## config.mk

```make
export PLATFORM = sky130hd
export DESIGN_NAME = status_flag_unit
export DESIGN_NICKNAME = d
export VERILOG_FILES = /design/src/rtl/status_flag_unit.sv
export SDC_FILE = /design/constraint.sdc
export NUM_CORES = 1
export LEC_CHECK = 0
export ABC_AREA = 1
export CAP_MARGIN = 20
export CELL_PAD_IN_SITES_DETAIL_PLACEMENT = 0
export CELL_PAD_IN_SITES_GLOBAL_PLACEMENT = 1
export CORE_UTILIZATION = 24
export CTS_CLUSTER_SIZE = 25
export DETAILED_ROUTE_END_ITERATION = 7
export MAX_ROUTING_LAYER = met4
export PLACE_DENSITY_LB_ADDON = 0.1
export SLEW_MARGIN = 20
export SYNTH_ARGS = -nofsm -noshare
export SYNTH_HDL_FRONTEND = slang
export SYNTH_SLANG_ARGS = --single-unit
```

## constraint.sdc

```tcl
create_clock -name clk -period 1 [get_ports clk]
set_input_delay 0.1 -clock clk [delete_from_list [all_inputs] [get_ports clk]]
set_output_delay 0.1 -clock clk [all_outputs]
set_load 0.1 [all_outputs]
```

## src/rtl/status_flag_unit.sv

```systemverilog
// status_flag_unit
//   Processor status (P) register plus interrupt-poll front end. Sits behind
//   the ALU: captures N/V/Z/C under update strobes, applies explicit flag ops,
//   PLP/RTI and BIT loads, feeds C/V back to the ALU, and turns NMI/IRQ into a
//   pending request sampled at instruction boundaries.
//
//   Optional build macro: FLAG_CMOS_DCLR_EN
//     defined   -> D cleared on int_ack and on reset (reset P = RESET_P & 8'hF7)
//     undefined -> D untouched by interrupts, reset loads RESET_P exactly
//
// Ports
//   clk, reset                  clock, synchronous active-high reset
//   alu_n/v/z/c                 ALU flag outputs
//   upd_nz, upd_c, upd_v        capture strobes for ALU flags
//   flag_op[2:0]                0 none,1 CLC,2 SEC,3 CLI,4 SEI,5 CLV,6 CLD,7 SED
//   bit_ld                      BIT: N<=data_in[7], V<=data_in[6], Z<=alu_z
//   p_ld, p_ld_rti, data_in     PLP/RTI load of P (RTI also unmasks immediately)
//   brk_push                    B bit value for p_push
//   p_out, p_push               {N,V,1,0,D,I,Z,C} / {N,V,1,brk_push,D,I,Z,C}
//   carry_out, overflow_out     registered C / V to the ALU
//   nmi_n, irq_n                active-low interrupt lines (already synchronous)
//   poll                        last cycle of each instruction
//   int_req, int_is_nmi         pending request and vector select
//   int_ack                     control unit has fetched the vector
module status_flag_unit #(
    parameter logic [7:0] RESET_P = 8'h24
) (
    input  logic       clk,
    input  logic       reset,
    input  logic       alu_n,
    input  logic       alu_v,
    input  logic       alu_z,
    input  logic       alu_c,
    input  logic       upd_nz,
    input  logic       upd_c,
    input  logic       upd_v,
    input  logic [2:0] flag_op,
    input  logic       bit_ld,
    input  logic       p_ld,
    input  logic       p_ld_rti,
    input  logic [7:0] data_in,
    input  logic       brk_push,
    output logic [7:0] p_out,
    output logic [7:0] p_push,
    output logic       carry_out,
    output logic       overflow_out,
    input  logic       nmi_n,
    input  logic       irq_n,
    input  logic       poll,
    output logic       int_req,
    output logic       int_is_nmi,
    input  logic       int_ack
);

    localparam logic [2:0] OP_CLC = 3'd1, OP_SEC = 3'd2, OP_CLI = 3'd3,
                           OP_SEI = 3'd4, OP_CLV = 3'd5, OP_CLD = 3'd6,
                           OP_SED = 3'd7;

`ifdef FLAG_CMOS_DCLR_EN
    localparam logic [7:0] RST_P = RESET_P & 8'hF7;
`else
    localparam logic [7:0] RST_P = RESET_P;
`endif

    typedef enum logic {IDLE, ARMED} state_t;

    state_t state;
    logic   n, v, d, i, z, c;
    logic   i_poll;     // I as seen by IRQ masking, lags I by one poll
    logic   nmi_prev;
    logic   nmi_pend;
    logic   nmi_edge;

    assign nmi_edge = nmi_prev & ~nmi_n;

    always_ff @(posedge clk) begin
        if (reset) begin
            {n, v, d, i, z, c} <= {RST_P[7:6], RST_P[3:0]};
            i_poll     <= 1'b1;
            nmi_prev   <= 1'b1;
            nmi_pend   <= 1'b0;
            state      <= IDLE;
            int_req    <= 1'b0;
            int_is_nmi <= 1'b0;
        end else begin
            nmi_prev <= nmi_n;

            // flag register: p_ld > int_ack > per-flag (flag_op > bit_ld > upd_*)
            if (p_ld) begin
                {n, v, d, i, z, c} <= {data_in[7:6], data_in[3:0]};
            end else if (int_ack) begin
                i <= 1'b1;
`ifdef FLAG_CMOS_DCLR_EN
                d <= 1'b0;
`endif
            end else begin
                if (bit_ld)      n <= data_in[7];
                else if (upd_nz) n <= alu_n;

                if (bit_ld || upd_nz) z <= alu_z;

                if (flag_op == OP_CLV) v <= 1'b0;
                else if (bit_ld)       v <= data_in[6];
                else if (upd_v)        v <= alu_v;

                if (flag_op == OP_CLC)      c <= 1'b0;
                else if (flag_op == OP_SEC) c <= 1'b1;
                else if (upd_c)             c <= alu_c;

                if (flag_op == OP_CLI)      i <= 1'b0;
                else if (flag_op == OP_SEI) i <= 1'b1;

                if (flag_op == OP_CLD)      d <= 1'b0;
                else if (flag_op == OP_SED) d <= 1'b1;
            end

            // masking copy: RTI unmasks at once, otherwise I is sampled
            // (pre-update) on each poll so CLI/SEI/PLP act one instruction late
            if (p_ld && p_ld_rti)             i_poll <= data_in[2];
            else if (int_ack && state == ARMED) i_poll <= 1'b1;
            else if (poll)                    i_poll <= i;

            // a fresh edge beats the clear, so an edge during the NMI ack
            // survives for the next poll
            if (nmi_edge)
                nmi_pend <= 1'b1;
            else if (state == ARMED && int_ack && int_is_nmi)
                nmi_pend <= 1'b0;

            case (state)
                IDLE: begin
                    if (poll) begin
                        if (nmi_pend) begin
                            state      <= ARMED;
                            int_req    <= 1'b1;
                            int_is_nmi <= 1'b1;
                        end else if (!irq_n && !i_poll) begin
                            state      <= ARMED;
                            int_req    <= 1'b1;
                            int_is_nmi <= 1'b0;
                        end
                    end
                end
                ARMED: begin
                    if (int_ack) begin
                        state      <= IDLE;
                        int_req    <= 1'b0;
                        int_is_nmi <= 1'b0;
                    end else if (nmi_edge) begin
                        int_is_nmi <= 1'b1;   // NMI hijacks a pending IRQ
                    end
                end
                default: state <= IDLE;
            endcase
        end
    end

    assign p_out        = {n, v, 1'b1, 1'b0, d, i, z, c};
    assign p_push       = {n, v, 1'b1, brk_push, d, i, z, c};
    assign carry_out    = c;
    assign overflow_out = v;

endmodule

```

### Yosys cells after proc, flatten, opt, wreduce, memory -nomap -nowiden

Cells that the tools add are included.

| storage, ports and cells | value |
|---|---|
| bits in registers | 12 |
| input port bits | 28 |
| output and inout bits | 20 |
| logic and storage cells | 95 |

| cells by class | value |
|---|---|
| equality and inequality tests | 12 |
| mux-type cells | 46 |
| bitwise gates (word level) | 3 |
| reductions and logical operators | 22 |

Operators with widths:

| cell | number |
|---|---|
| $mux 1 | 43 |
| $eq 3x3->1 const B | 4 |
| $reduce_bool 4->1 | 3 |
| $reduce_and 2->1 | 5 |
| $reduce_bool 3->1 | 3 |
| $eq 3x2->1 const B | 2 |
| $ne 2x2->1 const B | 3 |
| $pmux 1 s2 | 3 |
| $reduce_and 3->1 | 2 |
| $logic_and 1x1->1 | 4 |
| $reduce_bool 2->1 | 2 |
| $eq 3x1->1 const B | 1 |
| $ne 3x2->1 const B | 1 |
| $ne 3x3->1 const B | 1 |
| $logic_not 1->1 | 2 |
| $not 1->1 | 2 |
| $and 1x1->1 | 1 |
| $logic_or 1x1->1 | 1 |

### Longest topological paths before layout

Gate-level depths: netlist of run 1.

| depth | value |
|---|---|
| depth after elaboration | 6 |
| depth in mapped cells | 8 |

### Worst setup path after synthesis of run 1

Ideal clock, no wire load.

| timing path | value |
|---|---|
| kind | register -> output |
| start | register c, in the netlist carry_out |
| end | output p_out[0] |
| arrival | 1391 ps |
| required time | 900 ps |
| slack | -491 ps |
| stages on the path, launching flop included | 2 |
| cells stage by stage | dfxtp_1 > buf_4 |

RTL lines:

| element | line | text |
|---|---|---|
| start: declaration | 68 | `logic n, v, d, i, z, c;` |
| start signal: assignment | 78 | `{n, v, d, i, z, c} <= {RST_P[7:6], RST_P[3:0]};` |
| start signal: assignment | 90 | `{n, v, d, i, z, c} <= {data_in[7:6], data_in[3:0]};` |
| start signal: assignment | 108 | `else if (upd_c) c <= alu_c;` |
| end: declaration | 43 | `output logic [7:0] p_out,` |

No word-level cell between the ends.

### Worst setup path after layout of run 1

| timing path | value |
|---|---|
| start | register i |
| end | output p_push[2] |

RTL lines:

| element | line | text |
|---|---|---|
| start: declaration | 68 |  |
| start signal: assignment | 78 |  |
| start signal: assignment | 90 |  |
| end: declaration | 44 | `output logic [7:0] p_push,` |

No word-level cell between the ends.

==> results of run 1 <==
-- final timing paths --
path / start / endpoint / slack, ns / depth (start not counted)
max: i / p_push[2] / 0.003 / 2
min: brk_push / p_push[4] / 0.20 / 0
max reg2reg: i / i / 0.11 / 5
min reg2reg: int_req / int_req / 0.48 / 2
-- worst reg2reg max path, stage by stage, from the launching register on --
cell	delay, ns
dfxtp_2	0.33
buf_4	0.14
a21oi_1	0.13
nand2_1	0.06
nand2_1	0.05
o211ai_1	0.07
-- cells by family (layout without fill, tap and decap cells) --
family | after synthesis | count (layout)
and+or+nand+nor | 63 | 63
buffers and inverters | 36 | 71
AOI/OAI and AO/OA | 17 | 17
DFF | 12 | 12
other | 2 | 3
-- per-stage QoR --
stage	setup TNS [ns]	instances	hold slack (ns)	total power, uW	utilization
floorplan	0	131	0.169	1250	-
global route	-0.138	210	0.200	2030	0.462
global placement	-2.17	205	0.201	1580	0.437
CTS	-0.0306	210	0.201	1940	0.450
finish	0	210	0.200	1920	0.462
detailed placement	-2.26	205	0.201	1580	0.437
-- Yosys cell counts --
master / count / area (sq um)
inv_1: 17 / 63.8
o211ai_1: 3 / 22.5
nand2_4: 1 / 11.3
nor2_2: 1 / 6.26
clkinv_1: 2 / 7.51
nand4_1: 1 / 6.26
nor3_1: 1 / 5.00
nand2_2: 3 / 18.8
dfxtp_1: 12 / 240
o21ai_2: 1 / 8.76
conb_1: 2 / 7.51
inv_4: 1 / 6.26
nand3b_1: 1 / 7.51
nand3_1: 4 / 20.0
nand2_1: 34 / 128
nor2_1: 17 / 63.8
o21ai_0: 7 / 35.0
a21oi_1: 5 / 25.0
buf_4: 16 / 120
a31oi_1: 1 / 6.26
-- sequential cells by signal (all words and copies together), names as in the netlist --
signal,flops
nmi_pend,1
d,1
i,1
z,1
state,1
i_poll,1
carry_out,1
overflow_out,1
int_is_nmi,1
nmi_prev,1
n,1
int_req,1
-- power by group through the flow --
stage	clock (uW)	combinational (uW)	sequential (uW)
2_1_floorplan	0	586	663
3_3_place_gp	0	996	584
3_5_place_dp	0	998	586
4_1_cts	355	1010	577
5_1_grt	383	1060	582
6_report	337	1010	575
-- per-layer routing --
layer  wire, microns  global-route usage  vias up  share of wire
li1                -                   -      455              -
met1             883               0.148      378           0.45
met2             978               0.200       26           0.49
met3             103              0.0455        2          0.052
met4              15              0.0432        0         0.0076
met5               0                   -        -              0
-- layout make-up --
type | instances | area, sq um
inverters | 20 | 77.6
fillers | 333 | 1680
clock buffers | 4 | 26.3
well taps | 44 | 55.1
multi-input cells | 83 | 398
flip-flops and latches | 12 | 263
repair buffers | 47 | 627
-- timing repair --
item | in CTS | in global routing
resized for setup | 5 | 13
endpoints found under the setup margin | 8 | 21
buffers inserted | 1 | 0
hold buffers | 0 | 0
==> out/summary.txt, run 1 <==
status: complete, no violations
area grow syn2layout: 78.7%
pin count of the biggest net entering global routing: 9
HPWL after DPL: 1600 microns
worst slack at placement: -0.285 ns
switching power: 867 uW
die area: 0.00361 sq mm
initial core utilization: 0.259
fmax: 1000 MHz
I/O Buffers: 40
cells after synthesis: 130
CP max-delay cell: dfxtp_2
Crit Path Category: reg -> out
final net count: 195
DP Area: 0.00137 sq mm
global-route wire length before repair: 3240 microns
CP Data Required Time: 0.90 ns
clock period minus final worst setup slack: 0.997 ns
clk_skew: 0.0123 ns
vias: 861
Seq/Total Area, Yosys: 0.297
later-pin clock latency in the skew report: 0.28 ns
root cell of the clock tree: clkbuf_4
Hold Crit Class: in -> out
Top delay family on crit path: flip-flops
Num CTS Buffers: 3
fin. max-slew vios: 0
Adder-Cell Fraction of Synth Area: 0
Flop pwr share: 0.299
DRC violation total after the first TritonRoute iteration: 15
Net Sw Frac: 0.451
Routed Antenna Nets: 0
Clock power frac: 0.175
Max Cap Viol: 0
PD cells: 1330 mW/mm^2
number of antenna violations at the first check in global routing: 0
Core Rows: 20
IO Count: 48
CP arrival: 0.90 ns
share of cells above drive strength 1: 0.271
CP endpoint kind: output port
Synth cell types: 20
buffers plus inverters on the worst setup path: 2
GRT Util Overall: 0.126
Post-Route WL: 1980 microns
crit path max fanout: 2
global route overflow: 0
Leakage: 0.000697 uW
flip-flop and latch count after synthesis: 12
RSZ-0062 raised after global routing: yes
post-synthesis compound-gate area fraction: 0.121
most frequent cells in the layout: nand2_1, clkdlybuf4s50_1, nor2_1
vias per cell: 4.10
Post-Syn Area: 810 sq um
mux cell area share after synthesis: 0
largest family of logic cells by synthesized area: simple AND/OR/NAND/NOR gates
Synth Area in XOR/XNOR: 0
CTS H-tree depth: 1
Gate power share: 0.526
Clock Path Buffers: 2
Internal: 1060 uW
Die Wd: 60.1 microns
DR WL/cell: 9.43 microns
Post-route DRC: 0
final instance area: 0.00145 sq mm
Max IR drop VDD: 0.545 mV
chip height: 60.1 microns
final worst setup slack: 0.00290 ns
vias in the first global route: 792
GP Congestion: 0.764
drt pass-1 iters: 4
setup violators final: 0
TritonCTS clock tree: built
n_diodes: 0
period utilization: 0.997
CP cell instances: buf_6, buf_12
slowest stage delay, CP: 0.35 ns
Sink Count: 12
Worst setup SP type: flop
clk slew on worst S/H paths: 0.08 ns
core box area: 0.00313 sq mm
final-report hold violation count: 0
Post-Synth Simple-Gate Area: 0.329
Avg Cell Area, Syn: 6.23 sq um
most common cell after layout, fill and taps aside: nand2_1
total of warnings raised by yosys: 0
(Power assumes the default switching activity.)
==> run 2: changes to the inputs <==
Settings changed: CORE_MARGIN from default to 3, CORE_UTILIZATION 24 to 25, CTS_BUF_LIST from default to sky130_fd_sc_hd__clkbuf_2 sky130_fd_sc_hd__clkbuf_4 sky130_fd_sc_hd__clkbuf_8.
==> out/summary.txt, run 2 (synthesis results as in run 1) <==
TritonCTS clock tree: built
Crit Path Category: reg -> out
n_diodes: 0
vias: 829
share of cells above drive strength 1: 0.259
drt pass-1 iters: 4
period utilization: 1.01
final-report hold violation count: 0
Sink Count: 12
Leakage: 0.000711 uW
CP Data Required Time: 0.90 ns
final worst setup slack: -0.0128 ns
Internal: 1120 uW
clock period minus final worst setup slack: 1.01 ns
CTS H-tree depth: 1
most frequent cells in the layout: nand2_1, clkdlybuf4s50_1, inv_1, nor2_1, buf_12
setup violators final: 2
slowest stage delay, CP: 0.35 ns
clk slew on worst S/H paths: 0.09 ns
Flop pwr share: 0.291
FF-to-FF path depth: 5
fin. max-slew vios: 0
IO Count: 48
DP Cell Count: 205
GRT Util Overall: 0.109
crit path from: i
Post-Route WL: 1990 microns
DRC violation total after the first TritonRoute iteration: 15
core box area: 0.00308 sq mm
chip height: 62.9 microns
number of antenna violations at the first check in global routing: 0
Num CTS Buffers: 3
hold_buf cts: 0
Max IR drop VDD: 0.506 mV
Clock Path Buffers: 2
initial core utilization: 0.263
Max Cap Viol: 0
DR WL/cell: 9.48 microns
CP cell instances: buf_6, buf_12
CP endpoint kind: output port
die area: 0.00396 sq mm
Clock power frac: 0.203
CP arrival: 0.91 ns
status: finished with violations
hold_sp: brk_push
vias per cell: 3.95
later-pin clock latency in the skew report: 0.28 ns
Routed Antenna Nets: 0
R2R setup slack: 0.09 ns
Critical R2R Launch: i
Post-route DRC: 0
RR Endpoint: i
I/O Buffers: 40
HPWL after DPL: 1640 microns
crit path max fanout: 2
Net Sw Frac: 0.435
Finished Layout Cells: 210
failing checks: setup timing
Hold Crit Class: in -> out
switching power: 861 uW
RSZ-0062 raised after global routing: yes
final net count: 195
global route overflow: 0
Worst setup SP type: flop
Gate power share: 0.506
Hold Path Stages: 0
pin count of the biggest net entering global routing: 9
root cell of the clock tree: clkbuf_4
Core Rows: 20
area grow syn2layout: 77.3%
GP Congestion: 0.824
vias in the first global route: 758
global-route wire length before repair: 3360 microns
CP max-delay cell: dfxtp_2
Die Wd: 62.9 microns
worst hold endpoint: p_push[4]
fmax: 987 MHz
Util after Layout: 0.466
clk_skew: 0.0121 ns
PD cells: 1380 mW/mm^2
most common cell after layout, fill and taps aside: nand2_1
## run 2: worst max-delay path by stage
stage	end	slack, ns	cells after the start
after global placement	z	-0.29	7
after CTS	p_push[2]	-0.03	2
after floorplan	p_out[0]	0.03	1
final	p_push[2]	-0.01	2
after detailed placement	z	-0.30	7
after global routing	p_push[2]	-0.05	2
## run 2: routing by layer
layer | part of all wire | vias up | global-route usage | routed length (microns)
li1 | - | 454 | - | -
met1 | 0.46 | 344 | 0.140 | 924
met2 | 0.46 | 29 | 0.161 | 918
met3 | 0.060 | 2 | 0.0162 | 120
met4 | 0.014 | 0 | 0.0661 | 28
met5 | 0 | - | - | 0
## run 2: area by class of cell
type                    count  area, sq um
repair buffers             47          633
flip-flops and latches     12          258
inverters                  20         77.6
well taps                  44         55.1
multi-input cells          83          375
clock buffers               4         36.3
fillers                   331         1640
## run 2: worst max-delay path: cells and delay by family (launching register included)
kind	cells	cell delay, ns
buf+inv	2	0.27
flops	1	0.35
## run 2: power groups by stage
stage,Clock [uW],Sequential (uW),Combinational (uW)
floorplan,0,663,586
global placement,0,585,997
detailed placement,0,588,998
CTS,423,578,1010
global route,451,585,1050
finish,402,577,1000
## run 2: stage by stage
stage	total power [uW]	worst slack, ns	hold slack [ns]	area (sq um)	TNS (ns)
after global placement	1580	-0.287	0.201	1370	-2.25
after CTS	2010	-0.0318	0.201	1420	-0.0629
after floorplan	1250	0.0269	0.169	826	0
final	1980	-0.0128	0.200	1440	-0.0249
after detailed placement	1590	-0.300	0.201	1370	-2.29
after global routing	2090	-0.0485	0.200	1440	-0.123
## run 2: repair_timing
item / CTS / global route
buffers inserted: 1 / 0
gates cloned: 0 / 0
setup endpoints to repair: 8 / 16
resized for setup: 5 / 9
